$ cat src/rtl/uart_pkg.sv
// Shared types for the UART receive buffering path.
package uart_pkg;

  localparam int unsigned UART_BYTE_W = 8;

  typedef logic [UART_BYTE_W-1:0] byte_t;

  typedef enum logic [1:0] {
    IDLE,
    CAPTURE,
    ACK
  } rx_hs_state_t;

endpackage

$ cat src/rtl/sync_fifo.sv
// Synchronous show-ahead FIFO; a write to a full FIFO is accepted only when a
// read frees a slot in the same cycle.
module sync_fifo #(
  parameter int unsigned DEPTH = 16,
  parameter int unsigned WIDTH = 8
) (
  input  logic                     clk,
  input  logic                     rst,
  input  logic                     wr_en,
  input  logic [WIDTH-1:0]         wr_data,
  input  logic                     rd_en,
  output logic [WIDTH-1:0]         rd_data,
  output logic [$clog2(DEPTH):0]   count,
  output logic                     full,
  output logic                     empty
);

  localparam int unsigned PtrW = $clog2(DEPTH);
  localparam int unsigned CntW = PtrW + 1;

  logic [WIDTH-1:0] mem_q [DEPTH];
  logic [PtrW-1:0]  wr_ptr_q;
  logic [PtrW-1:0]  rd_ptr_q;
  logic [CntW-1:0]  count_q;
  logic             do_wr;
  logic             do_rd;

  // Qualify requests against occupancy; a same-cycle pop makes room for a write.
  always_comb begin
    empty   = (count_q == '0);
    full    = (count_q == CntW'(DEPTH));
    do_rd   = rd_en && !empty;
    do_wr   = wr_en && (!full || do_rd);
    count   = count_q;
    rd_data = empty ? '0 : mem_q[rd_ptr_q];
  end

  // Pointer and occupancy update; pointers wrap naturally at DEPTH.
  always_ff @(posedge clk) begin
    if (rst) begin
      wr_ptr_q <= '0;
      rd_ptr_q <= '0;
      count_q  <= '0;
    end else begin
      if (do_wr) wr_ptr_q <= wr_ptr_q + PtrW'(1);
      if (do_rd) rd_ptr_q <= rd_ptr_q + PtrW'(1);
      if (do_wr && !do_rd)      count_q <= count_q + CntW'(1);
      else if (do_rd && !do_wr) count_q <= count_q - CntW'(1);
    end
  end

  // Storage array; contents are deliberately left unreset.
  always_ff @(posedge clk) begin
    if (do_wr) mem_q[wr_ptr_q] <= wr_data;
  end

endmodule

$ cat src/rtl/uart_rx_fifo.sv
// Receiver-side byte buffer: synchronises data_ready, closes the receiver
// handshake, and queues bytes for the echo transmit path.
module uart_rx_fifo
  import uart_pkg::*;
#(
  parameter int unsigned DEPTH       = 16,
  parameter int unsigned SYNC_STAGES = 2
) (
  input  logic                   clk,
  input  logic                   rst,
  input  logic [7:0]             rx_data,
  input  logic                   rx_data_ready,
  output logic                   rx_done,
  output logic [7:0]             tx_data,
  output logic                   tx_valid,
  input  logic                   tx_ready,
  output logic [$clog2(DEPTH):0] fifo_count,
  output logic                   full,
  input  logic                   overrun_clr,
  output logic                   overrun
);

  logic [SYNC_STAGES-1:0] sync_q;
  logic                   rdy_s;
  rx_hs_state_t           state_q;
  logic                   wr_en;
  logic                   empty;
  logic                   pop;

  assign rdy_s = sync_q[SYNC_STAGES-1];
  assign wr_en = (state_q == CAPTURE);
  assign pop   = tx_valid && tx_ready;

  // Flop chain for the asynchronous, possibly glitchy data_ready flag.
  always_ff @(posedge clk) begin
    if (rst) sync_q <= '0;
    else     sync_q <= {sync_q[SYNC_STAGES-2:0], rx_data_ready};
  end

  // Handshake FSM: one write attempt per data_ready assertion.
  always_ff @(posedge clk) begin
    if (rst) begin
      state_q <= IDLE;
      rx_done <= 1'b0;
    end else begin
      unique case (state_q)
        IDLE: begin
          rx_done <= 1'b0;
          if (rdy_s) state_q <= CAPTURE;
        end
        CAPTURE: begin
          rx_done <= 1'b1;
          state_q <= ACK;
        end
        ACK: begin
          if (!rdy_s) begin
            rx_done <= 1'b0;
            state_q <= IDLE;
          end
        end
        default: begin
          rx_done <= 1'b0;
          state_q <= IDLE;
        end
      endcase
    end
  end

  // Sticky overrun; a drop in the same cycle as a clear wins.
  always_ff @(posedge clk) begin
    if (rst)                            overrun <= 1'b0;
    else if (wr_en && full && !pop)     overrun <= 1'b1;
    else if (overrun_clr)               overrun <= 1'b0;
  end

  sync_fifo #(
    .DEPTH (DEPTH),
    .WIDTH (UART_BYTE_W)
  ) u_fifo (
    .clk     (clk),
    .rst     (rst),
    .wr_en   (wr_en),
    .wr_data (rx_data),
    .rd_en   (tx_ready),
    .rd_data (tx_data),
    .count   (fifo_count),
    .full    (full),
    .empty   (empty)
  );

  assign tx_valid = !empty;

endmodule

$ cat config.mk
export PLATFORM = sky130hd
export DESIGN_NAME = uart_rx_fifo
export DESIGN_NICKNAME = d
export VERILOG_FILES = /design/src/rtl/uart_pkg.sv /design/src/rtl/sync_fifo.sv /design/src/rtl/uart_rx_fifo.sv
export SDC_FILE = /design/constraint.sdc
export NUM_CORES = 1
export LEC_CHECK = 0
export CORE_MARGIN = 2
export CORE_UTILIZATION = 64
export DETAILED_ROUTE_END_ITERATION = 7
export PLACE_DENSITY = 0.83
export SYNTH_ARGS = -nofsm -noshare
export SYNTH_HDL_FRONTEND = slang
export SYNTH_SLANG_ARGS = --single-unit
export TNS_END_PERCENT = 30
$ cat constraint.sdc
create_clock -name clk -period 6.55 [get_ports clk]
set_clock_uncertainty 0.1 [all_clocks]
set_input_delay 1.31 -clock clk [delete_from_list [all_inputs] [get_ports clk]]
set_output_delay 1.31 -clock clk [all_outputs]
set_load 0.005 [all_outputs]
==> summary.md, run 1 <==
| Metric | Value |
|---|---|
| Worst slew margin | `35.10%` |
| Layout cell share with drive strength beyond 1 | `18.96%` |
| WP data required | `5.14 ns` |
| Commonest cells after routing, fill and taps aside | `edfxtp_1 (128), nor2_1 (31), clkdlybuf4s50_1 (29), mux4_2 (28), dfxtp_1 (22)` |
| Mapped Nets | `361` |
| IO Count | `30` |
| # diodes | `0` |
| Final setup violation count | `0` |
| Hold Crit Depth | `1` |
| Smallest hold slack | `0.3470 ns` |
| Placer Congestion | `0.7731` |
| Reg2Reg Depth | `9` |
| Status | `finished clean` |
| # H-tree levels | `4` |
| Dpl hpwl | `6661 microns` |
| Routed wire length | `11460 microns` |
| Final routed DRC violation total | `0` |
| Startpoint types | `flop` |
| Fillers | `561` |
| Port buffer count | `29` |
| Core area | `9284 sq um` |
| Yosys reg bits | `151` |
| Worst path arrival time | `3.19 ns` |
| Post-CTS Setup Bufs | `0` |
| Pre-antenna DRT Iters | `4` |
| Vias | `3130` |
| Syn avg cell area | `18.14 sq um` |
| Layout Nets | `395` |
| Synth Warn # | `0` |
| Setup TNS | `0 ns` |
| Antenna violations before repair | `0` |
| Final std cells w/o fill | `514` |
| Type of the worst setup path | `flop to output port` |
| Fin crit period | `4.597 ns` |
| Syn Inst Count | `338` |
| CTS sink count | `151` |
| Cells after DPL | `482` |
| DR WL/cell | `22.29 microns` |
| Synth cell types | `45` |
| Crit-path most repeated cell | `a211oi_1` |
| Detailed-route vias per instance | `6.089` |
| Die width | `101.9 microns` |
| VDD IR max | `0.0002877 V` |
| Initial Util | `66.04%` |
| CTS Buffer Depth | `2` |
| Worst-skew pair later-pin latency | `0.51 ns` |
| Crit-path max FO | `32` |
| Worst-Margin Slew | `0.9735 ns` |
| Placed instance area | `6464 sq um` |
| Max Freq | `217.5 MHz` |
| Post-route ant nets | `0` |
| Synth-to-Final Area Change | `15.63%` |
| Worst hold path class | `flop to flop` |
| Multi-input gate area | `1632 sq um` |
| Worst r2r dst | `u_fifo.count[4]$_SDFFE_PP0P_` |
| Worst hold start | `sync_q[0]$_SDFF_PP0_` |
| First-pass GRT wire length | `17940 microns` |
| Max Cap Viol | `0` |
| Die height | `101.9 microns` |
| Total congestion overflow | `0` |
| Clock slew at reported path FFs | `0.06 ns` |
| Pwr/cell area | `377.6 nW/um^2` |
| FF-to-FF setup slack | `3.51 ns` |
| Commonest non-fill, non-tap cell in the layout | `edfxtp_1` |
| P_leak | `2.270 nW` |
| CP max stage delay | `0.97 ns` |
| Crit path cell chain | `mux4_2, nor2b_1, a211oi_1, a211oi_1, clkdlybuf4s50_1` |
| Max Slew Vio Count | `0` |
| Critical Path End Type | `output port` |
| Cell Area, Synth | `6131 sq um` |
| Hold-fix buffers, CTS | `0` |
| FF/Latch Area | `4305 sq um` |
| Slowest cell on crit path | `dfxtp_2` |
| Largest net degree at the start of global routing | `33` |
| Sequential area share after synthesis | `70.20%` |
| CTS Buf Count | `17` |
| DIE AREA | `10380 sq um` |
| GRT Total Usage | `24.56%` |
| Post-CTS sizing | `0` |
| CTS Root Cell | `clkbuf_8` |
| Number of global-route vias before repair | `3236` |
| Hold Path Sink | `sync_q[1]$_SDFF_PP0_` |
| Delay-heaviest family, CP | `flip-flops` |
| Drt initial violations | `225` |
| Buf/Inv on CP | `1` |
| RR Startpoint | `u_fifo.count[0]$_SDFFE_PP0P_` |
| RSZ-0062 raised after global routing | `no` |
| Fin crit share | `70.18%` |
| Site Rows | `35` |
| Finished Cell Area | `7089 sq um` |
| Final Hold Viols | `0` |
| CTS tree | `done` |
-- power breakdown --
part           internal [mW]  switching, mW
clock                  0.618          0.371
combinational          0.300          0.244
sequential              1.07         0.0754
-- Yosys cell counts (all sizes together) --
cell type,number,share of area (%)
a21oi,6,0.49
buf,15,2.2
or4,1,0.12
xor2,4,0.57
nand2b,3,0.31
ha,9,1.8
a21o,1,0.12
a311o,1,0.16
nor4bb,1,0.16
nand3,2,0.16
nand3b,1,0.12
edfxtp,128,63
nor4b,1,0.14
nand2,5,0.31
fa,1,0.33
inv,8,0.49
a211oi,18,2.2
o21ai,1,0.27
nor4,3,0.41
or3,1,0.10
nor2,32,2.0
mux2i,11,1.8
dfxtp,23,7.5
nand4,1,0.10
nor3,4,0.33
nand4b,1,0.14
o211ai,1,0.20
mux2,2,0.37
nor2b,11,1.1
xnor2,3,0.43
clkbuf,5,0.49
mux4,32,12
a31oi,2,0.31
-- metrics by stage --
step                      total power, mW  worst slack, ns  util [%]
after global placement              1.685            2.461     69.62
after CTS                           2.694            1.909     76.36
after global routing                2.780            1.802     76.36
after detailed placement            1.703            2.438     69.62
final                               2.677            1.953     76.36
after floorplan                     1.523            3.307         -
-- routing by layer --
| layer | track usage, % | share of wire, % | wire length [microns] | vias to the layer above |
|---|---|---|---|---|
| met5 | 0 | 0 | 0 | - |
| met2 | 39.83 | 51 | 5873 | 125 |
| li1 | - | - | - | 1403 |
| met1 | 33.12 | 41 | 4724 | 1580 |
| met4 | 8.923 | 1.9 | 216 | 0 |
| met3 | 5.951 | 5.6 | 641 | 22 |
-- worst max-delay path by stage --
| stage | startpoint | endpoint | slack, ns | cells past startpoint |
|---|---|---|---|---|
| 6_report | flop | tx_data[3] | 1.95 | 5 |
| 5_1_grt | flop | tx_data[4] | 1.80 | 5 |
| 4_1_cts | flop | tx_data[0] | 1.91 | 5 |
| 3_5_place_dp | tx_ready | u_fifo.count[4]$_SDFFE_PP0P_ | 2.44 | 10 |
| 3_3_place_gp | tx_ready | u_fifo.count[4]$_SDFFE_PP0P_ | 2.46 | 10 |
| 2_1_floorplan | tx_ready | u_fifo.count[4]$_SDFFE_PP0P_ | 3.31 | 9 |
-- final cells by class --
class	instances	share of cell area [%]
inverter	8	0.4236
clock buffer	25	7.748
multi-input combinational	159	23.01
tap	129	2.277
timing repair buffer	35	4.730
sequential	151	60.73
clock inverter	7	1.077
-- registers in the layout (all words and copies together) (netlist names), named ones only --
signal / cells
u_fifo.wr_ptr_q: 4
overrun: 1
u_fifo.rd_ptr_q: 4
rx_done: 1
u_fifo.mem_q: 128
sync_q: 2
u_fifo.count: 5
state_q: 2
-- cells by family (layout without fill, tap and decap cells) --
logic type / count (synthesis) / count (layout) / synth area share (%)
compound gates: 30 / 30 / 3.755
mux: 45 / 45 / 14.16
buf+inv: 28 / 75 / 3.184
xor+xnor: 7 / 7 / 1.000
fa+ha+maj: 10 / 10 / 2.163
simple gates: 67 / 67 / 5.531
flops: 151 / 151 / 70.20
No activity file was read; power rests on OpenSTA's default activity.
==> inputs of run 2 (changes only) <==
- CORE_UTILIZATION: 64 -> 59
- PLACE_DENSITY: 0.83 -> 0.77
- clock period: 6.55 -> 4.75 ns (I/O delays scaled with it)
==> run 2 against run 1 <==
Compared with the run above: total power increased by 34%; largest power group unchanged; global-route usage decreased by 3.2 points; core utilization decreased by 7.1 points; first-iteration DRC count decreased by 12%; design area decreased by 0.48%; register-to-register slack got worse by 1.7 ns; cell count increased by 1.6%; routed wire length decreased by 4.6%; via count decreased by 0.54%.
==> summary.md, run 2 (synthesis results as in run 1) <==
| Metric | Value |
|---|---|
| Status | `finished clean` |
| Drt initial violations | `199 (-12%)` |
| Vias | `3113 (-0.54%)` |
| Worst-skew pair later-pin latency | `0.52 ns (about the same)` |
| RSZ-0062 raised after global routing | `no` |
| IO Count | `30 (unchanged)` |
| Setup TNS | `0 ns (unchanged)` |
| Detailed-route vias per instance | `5.964 (-2.1%)` |
| DR WL/cell | `20.94 microns (-6.0%)` |
| Final routed DRC violation total | `0 (unchanged)` |
| CTS Buf Count | `17 (unchanged)` |
| Worst path arrival time | `3.05 ns (-0.14 ns)` |
| GRT Total Usage | `21.38% (-3.2 points)` |
| VDD IR max | `0.0003302 V (+15%)` |
| Post-route ant nets | `0 (unchanged)` |
| DIE AREA | `11220 sq um (+8.1%)` |
| Worst hold path class | `flop to flop` |
| Crit-path most repeated cell | `a211oi_1` |
| Type of the worst setup path | `flop to output port` |
| Critical Path End Type | `output port` |
| P_leak | `2.259 nW (-0.47%)` |
| Worst-Margin Slew | `1.070 ns (+0.09648 ns)` |
| Layout Nets | `396 (+0.25%)` |
| WP data required | `3.70 ns (-1.44 ns)` |
| Placer Congestion | `0.7712 (-0.25%)` |
| CTS Buffer Depth | `2 (unchanged)` |
| Worst slew margin | `28.41% (-6.7 points)` |
| Max reg flops | `128 (unchanged)` |
| Pre-antenna DRT Iters | `4 (unchanged)` |
| Synth-to-Final Area Change | `15.08%` |
| CTS Root Cell | `clkbuf_8` |
| Fin crit period | `4.100 ns` |
| Post-CTS sizing | `0 (unchanged)` |
| Slowest cell on crit path | `dfxtp_2` |
| Initial Util | `60.20% (-5.8 points)` |
| FF/Latch Area | `4305 sq um (unchanged)` |
| Hold-fix buffers, CTS | `0 (unchanged)` |
| Crit-path max FO | `23 (-28%)` |
| Tot Pwr | `3.585 mW (+34%)` |
| Port buffer count | `29 (unchanged)` |
| Core area | `10180 sq um (+9.7%)` |
| Commonest non-fill, non-tap cell in the layout | `edfxtp_1` |
| Die height | `105.9 microns (+4.0%)` |
| Dpl hpwl | `6744 microns (+1.2%)` |
| CP max stage delay | `0.80 ns (-0.17 ns)` |
| Max Freq | `243.9 MHz` |
| Die width | `105.9 microns (+4.0%)` |
| Most flops, register | `u_fifo.mem_q` |
| Startpoint types | `flop` |
| Clock slew at reported path FFs | `0.06 ns (about the same)` |
| Fillers | `665 (+19%)` |
| Number of global-route vias before repair | `3221 (-0.46%)` |
| Fin crit share | `86.31%` |
| CTS tree | `done` |
| Commonest cells after routing, fill and taps aside | `edfxtp_1 (128), nor2_1 (31), clkdlybuf4s50_1 (29), mux4_2 (28), dfxtp_1 (22)` |
| Total congestion overflow | `0 (unchanged)` |
| Crit path cell chain | `buf_4, mux4_2, a211oi_1, a211oi_1, clkdlybuf4s50_1` |
| # H-tree levels | `4 (unchanged)` |
| Max Slew Vio Count | `0 (unchanged)` |
| Layout cell share with drive strength beyond 1 | `19.69% (+0.73 points)` |
| Buf/Inv on CP | `2 (+1)` |
| Routed wire length | `10930 microns (-4.6%)` |
| Site Rows | `37 (+5.7%)` |
| # diodes | `0 (unchanged)` |
| Final Hold Viols | `0 (unchanged)` |
| Smallest hold slack | `0.3520 ns (+0.005042 ns)` |
| Pwr/cell area | `508.2 nW/um^2 (+35%)` |
| Post-CTS Setup Bufs | `0 (unchanged)` |
| Max Cap Viol | `0 (unchanged)` |
| CTS sink count | `151 (unchanged)` |
| Largest net degree at the start of global routing | `33 (unchanged)` |
| Antenna violations before repair | `0 (unchanged)` |
| Multi-input gate area | `1632 sq um (unchanged)` |
| First-pass GRT wire length | `17350 microns (-3.3%)` |
| Delay-heaviest family, CP | `buffers and inverters` |
| Final setup violation count | `0 (unchanged)` |
## run 2: metrics by stage
| stage | utilization [%] | setup WS (ns) | cell area (sq um) | std cells |
|---|---|---|---|---|
| 5_1_grt | 69.28 | 0.4738 | 7056 | 522 |
| 2_1_floorplan | - | 1.867 | 6131 | 338 |
| 3_3_place_gp | 63.62 | 1.105 | 6480 | 490 |
| 4_1_cts | 69.28 | 0.5766 | 7056 | 522 |
| 3_5_place_dp | 63.62 | 1.057 | 6480 | 490 |
| 6_report | 69.28 | 0.6501 | 7056 | 522 |
## run 2: area by class of cell
type                    count  share of cell area, %
flip-flops and latches    151                  61.02
inverters                   8                 0.4256
multi-input cells         159                  23.12
clock buffers              21                  6.969
repair buffers             36                  4.859
well taps                 136                  2.412
clock inverters            11                  1.188
## run 2: per-layer routing
layer / part of all wire (%) / wire length [microns] / GRT usage, %
met1: 43 / 4698 / 28.96
met5: 0 / 0 / 0
met3: 5.8 / 632 / 6.009
met2: 50 / 5425 / 33.73
met4: 1.6 / 177 / 7.801
## run 2: worst paths after layout
check / startpoint / endpoint / slack [ns] / cells past startpoint
worst max-delay path: flop / tx_data[7] / 0.65 / 5
worst min register to register: sync_q[0]$_SDFF_PP0_ / sync_q[1]$_SDFF_PP0_ / 0.35 / 1
worst min-delay path: sync_q[0]$_SDFF_PP0_ / sync_q[1]$_SDFF_PP0_ / 0.35 / 1
worst max register to register: u_fifo.count[0]$_SDFFE_PP0P_ / u_fifo.count[4]$_SDFFE_PP0P_ / 1.77 / 9
## run 2: where the power goes
part	internal [mW]	switching (mW)
Sequential	1.47	0.0713
Combinational	0.416	0.371
Clock	0.738	0.516
Total	2.63	0.958
